File: config.mk
export PLATFORM = sky130hd
export DESIGN_NAME = commit_trace_capture
export DESIGN_NICKNAME = d
export VERILOG_FILES = /design/src/rtl/trace_pkg.sv /design/src/rtl/trace_fifo.sv /design/src/rtl/commit_trace_capture.sv
export SDC_FILE = /design/constraint.sdc
export NUM_CORES = 1
export LEC_CHECK = 0
export ABC_AREA = 0
export BUFFER_PORTS_ARGS = -buffer_cell sky130_fd_sc_hd__buf_4
export CAP_MARGIN = 20
export CORE_AREA = 2 2 302 304
export DETAILED_ROUTE_END_ITERATION = 6
export DIE_AREA = 0 0 304 306
export SLEW_MARGIN = 20
export SYNTH_ARGS = -nofsm -noshare
export SYNTH_HDL_FRONTEND = slang
export SYNTH_SLANG_ARGS = --single-unit
File: constraint.sdc
create_clock -name clk_in -period 13 [get_ports clk_in]
set_clock_uncertainty 0.15 [all_clocks]
set_input_delay 0.65 -clock clk_in [delete_from_list [all_inputs] [get_ports clk_in]]
set_output_delay 0.65 -clock clk_in [all_outputs]
set_load 0.01 [all_outputs]
File: src/rtl/trace_pkg.sv
`default_nettype none
// ============================================================================
// Module      : trace_pkg
// Description : Shared constants, record layout and serializer state
//               encoding for the commit-trace capture unit.
// Revision    : 1.0 - initial release
// ============================================================================
package trace_pkg;

  localparam logic [7:0] TRACE_SYNC = 8'hA5;
  localparam int         REC_BYTES  = 14;
  // pc + inst + wb byte + wdata; the sync byte is added by the serializer
  localparam int         REC_W      = 104;

  typedef struct packed {
    logic [31:0] pc;
    logic [31:0] inst;
    logic        wb_flag;
    logic [1:0]  pad;
    logic [4:0]  wb_addr;
    logic [31:0] wb_data;
  } trace_rec_t;

  typedef enum logic [0:0] {
    IDLE = 1'b0,
    SEND = 1'b1
  } ser_state_t;

endpackage : trace_pkg
`default_nettype wire

File: src/rtl/trace_fifo.sv
`default_nettype none
// ============================================================================
// Module      : trace_fifo
// Description : Single-clock record FIFO. Pointers carry one extra MSB so
//               full and empty are told apart without a separate counter.
// Ports       : clk_in, reset (async active-low), push/wdata, pop/rdata
//               (first-word fall-through), full, empty.
// Revision    : 1.0 - initial release
// ============================================================================
module trace_fifo
  import trace_pkg::*;
#(
  parameter int DEPTH = 8,
  parameter int WIDTH = REC_W
) (
  input  logic             clk_in,
  input  logic             reset,
  input  logic             push,
  input  logic [WIDTH-1:0] wdata,
  input  logic             pop,
  output logic [WIDTH-1:0] rdata,
  output logic             full,
  output logic             empty
);

  localparam int AW = $clog2(DEPTH);

  logic [WIDTH-1:0] mem [DEPTH];
  logic [AW:0]      wr_ptr;
  logic [AW:0]      rd_ptr;

  always_ff @(posedge clk_in or negedge reset) begin
    if (!reset) begin
      wr_ptr <= '0;
      rd_ptr <= '0;
    end else begin
      if (push && !full)  wr_ptr <= wr_ptr + (AW+1)'(1);
      if (pop  && !empty) rd_ptr <= rd_ptr + (AW+1)'(1);
    end
  end

  // Storage needs no reset: resetting the pointers discards the contents.
  always_ff @(posedge clk_in) begin
    if (push && !full) mem[wr_ptr[AW-1:0]] <= wdata;
  end

  assign rdata = mem[rd_ptr[AW-1:0]];
  assign empty = (wr_ptr == rd_ptr);
  assign full  = (wr_ptr[AW] != rd_ptr[AW]) &&
                 (wr_ptr[AW-1:0] == rd_ptr[AW-1:0]);

endmodule : trace_fifo
`default_nettype wire

File: src/rtl/commit_trace_capture.sv
`default_nettype none
// ============================================================================
// Module      : commit_trace_capture
// Description : Builds one trace record per retired instruction from the
//               core's pc/inst and register-file write port, buffers the
//               records and streams them as 14-byte packets over valid/ready.
// Ports       : clk_in, reset (async active-low), trace_en,
//               pc, inst, rf_we, rf_waddr, rf_wdata   - core observation
//               tx_data, tx_valid, tx_ready             - byte stream
//               overflow, drop_cnt                      - drop statistics
// Revision    : 1.0 - initial release
// ============================================================================
module commit_trace_capture
  import trace_pkg::*;
#(
  parameter int FIFO_DEPTH = 8,
  parameter int DROP_W     = 16
) (
  input  logic              clk_in,
  input  logic              reset,
  input  logic              trace_en,
  input  logic [31:0]       pc,
  input  logic [31:0]       inst,
  input  logic              rf_we,
  input  logic [4:0]        rf_waddr,
  input  logic [31:0]       rf_wdata,
  output logic [7:0]        tx_data,
  output logic              tx_valid,
  input  logic              tx_ready,
  output logic              overflow,
  output logic [DROP_W-1:0] drop_cnt
);

  // ---------------- tracker ----------------
  logic        cur_valid;
  logic [31:0] cur_pc;
  logic [31:0] cur_inst;
  logic        wb_flag;
  logic [4:0]  wb_addr;
  logic [31:0] wb_data;

  logic        wr_hit;
  logic        retire;
  trace_rec_t  rec_new;

  assign wr_hit = rf_we && (rf_waddr != 5'd0);
  assign retire = cur_valid && (pc != cur_pc);

  // A write on the retire edge still belongs to the retiring instruction,
  // and it is the latest write, so it overrides the stored one.
  always_comb begin
    rec_new         = '0;
    rec_new.pc      = cur_pc;
    rec_new.inst    = cur_inst;
    rec_new.wb_flag = wb_flag || wr_hit;
    if (wr_hit) begin
      rec_new.wb_addr = rf_waddr;
      rec_new.wb_data = rf_wdata;
    end else if (wb_flag) begin
      rec_new.wb_addr = wb_addr;
      rec_new.wb_data = wb_data;
    end
  end

  always_ff @(posedge clk_in or negedge reset) begin
    if (!reset) begin
      cur_valid <= 1'b0;
      cur_pc    <= '0;
      cur_inst  <= '0;
      wb_flag   <= 1'b0;
      wb_addr   <= '0;
      wb_data   <= '0;
    end else begin
      if (!cur_valid || retire) begin
        cur_valid <= 1'b1;
        cur_pc    <= pc;
        cur_inst  <= inst;
      end
      if (retire) begin
        wb_flag <= 1'b0;
        wb_addr <= '0;
        wb_data <= '0;
      end else if (wr_hit) begin
        wb_flag <= 1'b1;
        wb_addr <= rf_waddr;
        wb_data <= rf_wdata;
      end
    end
  end

  // ---------------- FIFO and drop accounting ----------------
  logic             fifo_full;
  logic             fifo_empty;
  logic             fifo_pop;
  logic             fifo_push;
  logic             drop;
  logic [REC_W-1:0] fifo_rdata;

  // full is sampled before this edge's pop, so a pop never makes room
  // for a push on the same edge.
  assign fifo_push = retire && trace_en && !fifo_full;
  assign drop      = retire && trace_en &&  fifo_full;

  trace_fifo #(
    .DEPTH (FIFO_DEPTH),
    .WIDTH (REC_W)
  ) u_fifo (
    .clk_in (clk_in),
    .reset  (reset),
    .push   (fifo_push),
    .wdata  (rec_new),
    .pop    (fifo_pop),
    .rdata  (fifo_rdata),
    .full   (fifo_full),
    .empty  (fifo_empty)
  );

  always_ff @(posedge clk_in or negedge reset) begin
    if (!reset) begin
      overflow <= 1'b0;
      drop_cnt <= '0;
    end else if (drop) begin
      overflow <= 1'b1;
      if (drop_cnt != '1) drop_cnt <= drop_cnt + DROP_W'(1);
    end
  end

  // ---------------- serializer ----------------
  ser_state_t               state;
  ser_state_t               state_nx;
  logic [3:0]               idx;
  logic [REC_BYTES*8-1:0]   shreg;
  logic                     accept;
  logic                     last;

  assign tx_valid = (state == SEND);
  assign tx_data  = shreg[REC_BYTES*8-1 -: 8];
  assign accept   = tx_valid && tx_ready;
  assign last     = accept && (idx == 4'(REC_BYTES-1));

  always_ff @(posedge clk_in or negedge reset) begin
    if (!reset) state <= IDLE;
    else        state <= state_nx;
  end

  always_comb begin
    state_nx = state;
    fifo_pop = 1'b0;
    case (state)
      IDLE: begin
        if (!fifo_empty) begin
          fifo_pop = 1'b1;
          state_nx = SEND;
        end
      end
      SEND: begin
        if (last) begin
          if (!fifo_empty) fifo_pop = 1'b1;  // chain records with no gap
          else             state_nx = IDLE;
        end
      end
      default: state_nx = IDLE;
    endcase
  end

  // Shifting zeros in leaves tx_data at 0 once a record is fully sent.
  always_ff @(posedge clk_in or negedge reset) begin
    if (!reset) begin
      shreg <= '0;
      idx   <= '0;
    end else if (fifo_pop) begin
      shreg <= {TRACE_SYNC, fifo_rdata};
      idx   <= '0;
    end else if (accept) begin
      shreg <= {shreg[REC_BYTES*8-9:0], 8'h00};
      idx   <= idx + 4'd1;
    end
  end

endmodule : commit_trace_capture
`default_nettype wire

* Word level (Yosys, flattened, before mapping)
Memories as Yosys holds them, arrays and structs flattened.
Index checks and enable logic that the tools add are counted.
** Word-level totals
- Output and inout bits :: 26
- RAM bits :: 816
- Memory bits (read-only) :: 0
- Memories kept :: 1
- Bits in registers :: 245
- Bits in latches :: 0
- Input bits :: 106
** Operators by class
- $mul :: 0
- Eq/ne operators :: 6
- Reductions and logical operators :: 19
- Shift-type cells :: 0
- Muxes and demuxes :: 19
- $add $sub $neg :: 4
- Magnitude comparators :: 0
- Bitwise gates (word level) :: 1
- Div/mod/pow operators :: 0
** Memory list
- u_fifo.mem :: words 8, bits a word 102, read ports 1, clocked after memory_dff 0, wr ports 1, line trace_fifo.sv:28 : logic [WIDTH-1:0] mem [DEPTH];
** Operators with widths (count)
- two-way mux 112 bit :: 2
- two-way mux 37 bit :: 2
- two-way mux 32 bit :: 2
- inequality test 32 bit :: 1
- adder 16 x 1 -> 16 bit (second input constant) :: 1
- inequality test 16 bit (second input constant) :: 1
- adder 4 x 1 -> 4 bit (second input constant) :: 3
- logical AND 1 bit :: 10
- two-way mux 5 bit :: 2
- two-way mux 4 bit :: 2
- two-way mux 1 bit :: 7
- nonzero test 5 bit :: 1
- equality test 4 bit :: 1
- equality test 4 bit (second input constant) :: 1
- case mux 1 bit (2 select lines) :: 2
- nonzero test 2 bit :: 2
- equality test 3 bit :: 1
- zero test 1 bit :: 3
- logical OR 1 bit :: 2
- AND reduction 2 bit :: 1
- inequality test 1 bit :: 1
- NOT 1 bit :: 1

* Logic depth before layout (Yosys ltp)
Gate-level depths: netlist of run 1.
- Depth in word-level cells :: 7
- Mapped depth :: 10

* By module
From an unflattened synthesis of run 1, not the netlist that was laid out.
** Unflattened totals
- Cells, all modules :: 2364
- Area, all modules :: 42246.8 sq um
** By module, submodules not included
- trace_fifo :: sequential area each 25184.2 sq um, times used 1, cells each 1262, area an instance 31846.8 sq um
- commit_trace_capture :: sequential area each 5930.7 sq um, times used 1, cells each 1102, area an instance 10400.0 sq um

* Worst setup path after synthesis of run 1
No wires, ideal clock.
- Path type :: input to register
- From :: in pc[26]
- To :: mem u_fifo.mem[5][0] (netlist name) (enable)
- Path slack :: 0.835 ns
- Cell stages on the path :: 7
- Data required time :: 12.037 ns
- Arrival time :: 11.202 ns
- Setup time :: 0.813 ns
- Cell sequence :: xnor2_1 > nand4_1 > nor4_1 > nand2_1 > clkbuf_1 > nand2_1 > nor4_1
** On the way
- Cells in the longest elaborated chain, start to end :: 7
** RTL lines
- from (decl) :: line commit_trace_capture.sv:22 : input logic [31:0] pc,
- inequality test 32 bit :: line commit_trace_capture.sv:47 : assign retire = cur_valid && (pc != cur_pc);
- logical AND 1 bit :: line commit_trace_capture.sv:47
- logical AND 1 bit (2 in a row) :: line commit_trace_capture.sv:101 : assign fifo_push = retire && trace_en && !fifo_full;
- logical AND 1 bit :: line trace_fifo.sv:44 : if (push && !full) mem[wr_ptr[AW-1:0]] <= wdata;
- two-way mux 1 bit :: line trace_fifo.sv:44
- two-way mux 1 bit (implied by the code) :: line trace_fifo.sv:44
- to (decl) :: line trace_fifo.sv:28
No other way between the ends.

* Final worst setup path of run 1
- From :: in pc[1]
- To :: mem u_fifo.mem[6][99] (netlist name) (enable)
The elaborated chain is that of the path after synthesis.

==> impl_metrics.yaml, run 1 <==
floorplan:
  num_io_pins: 132
  die_w_um: 304
  start_util_pct: 45.7
  core_um2: 89600
  row_count: 110
  dieArea_um2: 93000
  die_h_um: 306
layout:
  n_fill_cell: 7028
  diodes: 0
  layout_common_cells: "816 x edfxtp_1, 267 x nand2_1, 242 x dfrtp_1, 204 x mux4_2, 169 x buf_4"
  fin_cells: 3569
  final_common_cell: "edfxtp_1"
  final_util_pct: 52.5
  area_growth_pct: 14.9
  fin_nets: 2408
  drive_above_1_share_pct: 28.2
  design_area_um2: 47100
synth:
  synth_cell_type_count: 43
  synth_seq_cells: 1061
  synthArstFlopShare_pct: 23.1
  synth-edff-count: 816
  ys_seq_area_share_pct: 74.8
  syn_area_um2: 41000
  ys.flop_type: "edfxtp_1"
  synthesis.nets: 2251
  syn_inst: 2140
  syn_area_per_cell_um2: 19.1
  ys_warn_count: 0
clock_tree:
  clk_latency_ns: 0.67
  root_buffer: "clkbuf_16"
  cts.clk_slew.worst_paths_ns: 0.06
  htreeDepth: 3
  clockBufferDepth: 3
  cts_tree: "yes"
  cts_inserted_buffers: 110
  clock-sinks: 1061
power_and_ir_drop:
  p_switching_mw: 2.43
  pwr-share-comb_pct: 19.3
  internal_power_mw: 6.78
  power_density_nw_per_um2: 196
  ir_worst_vdd_v: 0.000121
  clkPwrFrac_pct: 33.8
  switching_share_pct: 26.4
  p_seq_share_pct: 46.9
  leakagePower_nw: 16.0
sta:
  fmax_mhz: 200
  slew_headroom_pct: 28.9
  finalCriticalPeriod_ns: 5.01
  finalHoldViolations: 0
  timing.setup.tns_ns: 0
  slew_violations: 0
  max_slew.worst_pin.slew_ns: 1.06
  rsz0062_at_grt: "no"
  post-route-period-util_pct: 38.5
  setup_viol: 0
run:
  cap_violations: 0
routing:
  detail-route-antenna-nets: 0
  drc: 0
  via_count: 20000
  initialDrtViolationCount: 1538
  wl_mm: 88.8
  wl_per_cell_um: 24.9
  drtPass1Iterations: 7
  vias_per_cell: 5.61
global_route:
  grt_pass1_vias: 21400
  grtUsageTotal_pct: 19.4
  gr-total-overflow: 0
  grt_pass1_wl_mm: 136
  grt_start_max_net_pins: 104
  antenna_found_initial: 2
setup_path:
  reg2reg_slack_ns: 8.16
  cp.arrival_ns: 5.14
  path_max_fanout: 55
  endpoint_kind: "flip-flop"
  cp.required_ns: 13.14
  cp-start-kind: "primary input"
  timing_worst_setup_path_type: "primary input to flip-flop"
placed_design:
  placed_cells: 3328
  gp_congestion: 0.728
  hpwl_mm: 49.9
  placed_cell_area_um2: 43100
  io_buffers: 131
hold_path:
  worstHoldPathType: "primary input to flip-flop"
run_status:
  outcome: "completed"
==> metrics by stage <==
stage | power (mW) | setup slack, ns | hold WS (ns)
global placement | 6.17 | 7.30 | 0.304
finish | 9.21 | 7.99 | 0.0692
detailed placement | 6.21 | 7.79 | 0.314
CTS | 9.34 | 7.91 | 0.0246
global route | 9.61 | 7.77 | 0.0279
floorplan | 5.71 | 0.835 | 0.204
==> timing repair <==
| item | in CTS | in global routing |
|---|---|---|
| setup buffers | 0 | 0 |
| hold endpoints to repair | 115 | 0 |
| gates resized for setup | 0 | 0 |
| hold buffers | 33 | 0 |
==> Yosys cell counts (all sizes together) (4+ instances only) <==
| cell type | number | share of area (%) |
|---|---|---|
| edfxtp | 816 | 60 |
| nand2 | 268 | 2.5 |
| dfrtp | 245 | 15 |
| mux4 | 204 | 11 |
| mux2i | 103 | 2.5 |
| o221a | 94 | 2.6 |
| buf | 80 | 1.1 |
| clkbuf | 79 | 0.72 |
| xnor2 | 56 | 1.3 |
| mux2 | 35 | 0.96 |
| a21oi | 32 | 0.39 |
| nand4 | 23 | 0.37 |
| nand3 | 18 | 0.22 |
| o21ai | 15 | 0.18 |
| nor2 | 12 | 0.12 |
| nor4 | 9 | 0.14 |
| and2 | 6 | 0.092 |
| a22o | 5 | 0.11 |
| a22oi | 5 | 0.092 |
| and3 | 5 | 0.076 |
| ha | 5 | 0.15 |
| nand2b | 5 | 0.076 |
| nor3 | 4 | 0.049 |
| xor2 | 4 | 0.086 |
==> power by group through the flow <==
stage	Combinational (mW)	Clock (mW)	Sequential, mW
2_1_floorplan	1.43	0	4.28
3_3_place_gp	1.80	0	4.38
3_5_place_dp	1.81	0	4.39
4_1_cts	1.82	3.19	4.33
5_1_grt	1.93	3.32	4.36
6_report	1.78	3.12	4.32
==> critical path: stages <==
cell and delay (ns):
dlygate4sd3_1 0.55, buf_4 0.15, xnor2_1 0.40, nand4_1 0.17, nor4_2 0.66, nand2_1 0.76, nand2_1 0.58, nor4_2 0.10
buf_4 0.48, buf_4 0.56
==> cells by family after synthesis <==
group | synth area share (%)
xor+xnor | 1.34
simple gates | 3.75
compound gates | 3.40
mux | 14.7
fa+ha+maj | 0.153
other cells | 0.00916
buf+inv | 1.86
flops | 74.8
==> state kept, by name, summed over array words and instances (netlist names) <==
register	flops
u_fifo.mem	816
shreg	112
cur_inst	32
cur_pc	32
wb_data	32
drop_cnt	16
wb_addr	5
idx	4
u_fifo.rd_ptr	4
u_fifo.wr_ptr	4
cur_valid	1
overflow	1
tx_valid	1
wb_flag	1
==> layout make-up <==
class	count	area [µm²]	share of cell area, %
Inverter	1	3.75	0.00798
Sequential cell	1061	30600	65.1
Clock buffer	153	3120	6.63
Timing Repair Buffer	204	1630	3.47
Clock inverter	55	547	1.16
Tap cell	1176	1470	3.13
Multi-Input combinational cell	919	9640	20.5
==> routing by layer <==
metal	wire length [µm]	GRT usage, %	vias to the layer above
li1	-	-	8776
met1	38400	26.3	10700
met2	44900	33.1	410
met3	3470	3.03	135
met4	1960	4.85	0
met5	0	0	-
==> final timing paths <==
kind | startpoint | endpoint | depth (start not counted)
worst max-delay path | pc[1] | u_fifo.mem[6][99] | 10
worst min-delay path | inst[6] | cur_inst[6] | 2
worst max register to register | cur_pc[3] | u_fifo.mem[6][99] | 8
worst min register to register | shreg[105] | shreg[105] | 2
max in group asynchronous | reset | shreg[54] | 4
min in group asynchronous | reset | cur_inst[19] | 2
Note: power is estimated with default switching activity, not from simulation.
==> run 2: changes to the inputs <==
==> constraint.sdc (replaced) <==
create_clock -name clk_in -period 4.15 [get_ports clk_in]
set_clock_uncertainty 0.15 [all_clocks]
set_input_delay 0.2075 -clock clk_in [delete_from_list [all_inputs] [get_ports clk_in]]
set_output_delay 0.2075 -clock clk_in [all_outputs]
set_load 0.01 [all_outputs]
==> impl_metrics.yaml, run 2 (same netlist as run 1, synthesis figures left out) <==
global_route:
  grt_pass1_wl_mm: 137
  grtUsageMet2_pct: 33.0
  use_met1_pct: 27.0
  busiest_layer: "met2"
  grt_start_max_net_pins: 135
  grt_pass1_vias: 21900
  antenna_found_initial: 0
  grt_util_met3_pct: 2.54
  gr-total-overflow: 0
  grtUsageTotal_pct: 19.6
setup_path:
  cp.arrival_ns: 3.45
  timing_worst_setup_path_type: "flip-flop to flip-flop"
  endpoint_kind: "flip-flop"
  cp.required_ns: 4.34
  cp-start-kind: "flip-flop"
  path_max_fanout: 19
floorplan:
  num_io_pins: 132
  core_um2: 89600
  dieArea_um2: 93000
  row_count: 110
  die_w_um: 304
  start_util_pct: 45.7
  die_h_um: 306
layout:
  diodes: 0
  fin_nets: 2500
  largest_reg_flops: 816
  area_growth_pct: 17.9
  final_util_pct: 53.9
  final_common_cell: "edfxtp_1"
  design_area_um2: 48300
  layout_common_cells: "816 x edfxtp_1, 266 x nand2_1, 241 x dfrtp_1, 204 x mux4_2, 165 x buf_4"
  drive_above_1_share_pct: 27.6
routing:
  via_count: 20600
  wl_mm: 89.9
  vias_per_cell: 5.61
  initialDrtViolationCount: 1494
  detail-route-antenna-nets: 0
  wl_per_cell_um: 24.5
  drtPass1Iterations: 5
  drc: 0
hold_path:
  worstHoldPathType: "primary input to asynchronous set/reset pin"
sta:
  max_slew.worst_pin.slew_ns: 1.01
  hold-worst-slack_ns: 0.0467
  rsz0062_at_grt: "no"
  slew_headroom_pct: 32.7
  finalHoldViolations: 0
  setup_viol: 0
  fmax_mhz: 307
  post-route-period-util_pct: 78.6
  slew_violations: 0
  finalCriticalPeriod_ns: 3.26
placed_design:
  placed_cell_area_um2: 43500
  hpwl_mm: 50.5
  gp_congestion: 0.721
  io_buffers: 131
clock_tree:
  htreeDepth: 3
  clk_latency_ns: 0.68
  post_cts_buffers: 0
  clockBufferDepth: 3
  cts_resized: 0
  cts_inserted_buffers: 111
  root_buffer: "clkbuf_16"
  clock-sinks: 1061
  cts_tree: "yes"
  cts.clk_slew.worst_paths_ns: 0.06
run:
  cap_violations: 0
power_and_ir_drop:
  ir_worst_vdd_v: 0.000559
  power_density_nw_per_um2: 608
  leakagePower_nw: 16.4
  total_power_mw: 29.3
run_status:
  outcome: "completed"
[run 2: metrics by stage]
step	setup TNS (ns)	instances	setup WS [ns]
final	0	3663	0.888
after global routing	0	3663	0.713
after CTS	0	3663	0.832
after detailed placement	0	3340	0.850
after global placement	0	3340	0.931
after floorplan	-561.55	2140	-0.816
[run 2: per-layer routing]
layer	up-vias	share of wire (%)
li1	8952	-
met1	11000	44
met2	475	50
met3	147	3.8
met4	0	2.2
met5	-	0
[run 2: path summary, 6_finish.rpt]
path	start	to	slack [ns]	cells past startpoint
max in group asynchronous	reset	shreg[73]	2.67	3
setup / recovery	cur_pc[23]	u_fifo.mem[5][10]	0.89	8
min in group clk_in	pc[21]	cur_pc[21]	0.05	2
hold / removal	reset	drop_cnt[8]	0.05	2
setup reg to reg	cur_pc[23]	u_fifo.mem[5][10]	0.89	8
hold reg to reg	shreg[105]	shreg[105]	0.32	2
[run 2: final cells by class]
type,count,area [µm²]
Multi-Input combinational cell,919,9740
Tap cell,1176,1470
Timing Repair Buffer,295,2720
Inverter,1,3.75
Sequential cell,1061,30600
Clock buffer,160,3130
Clock inverter,51,562
Fill cell,6929,41300
[run 2: critical path, cell delays in order (launching register included)]
cell     delay (ns)
dfrtp_1        0.46
xnor2_1        0.18
nand4_1        0.17
nor4_1         0.08
buf_4          0.16
nand2_1        0.34
nand2_8        0.16
nor4_4         0.75
buf_4          0.46
[run 2: where the power goes]
group,internal (mW),switching (mW),total [mW]
Clock,5.88,4.03,9.90
Sequential,12.7,0.748,13.4
Combinational,2.97,3.05,6.01
Total,21.5,7.82,29.3
[run 2: repair_timing]
action,in CTS,in global routing
hold endpoints to repair,491,0
hold buffers,112,0
endpoints found under the setup margin,0,0
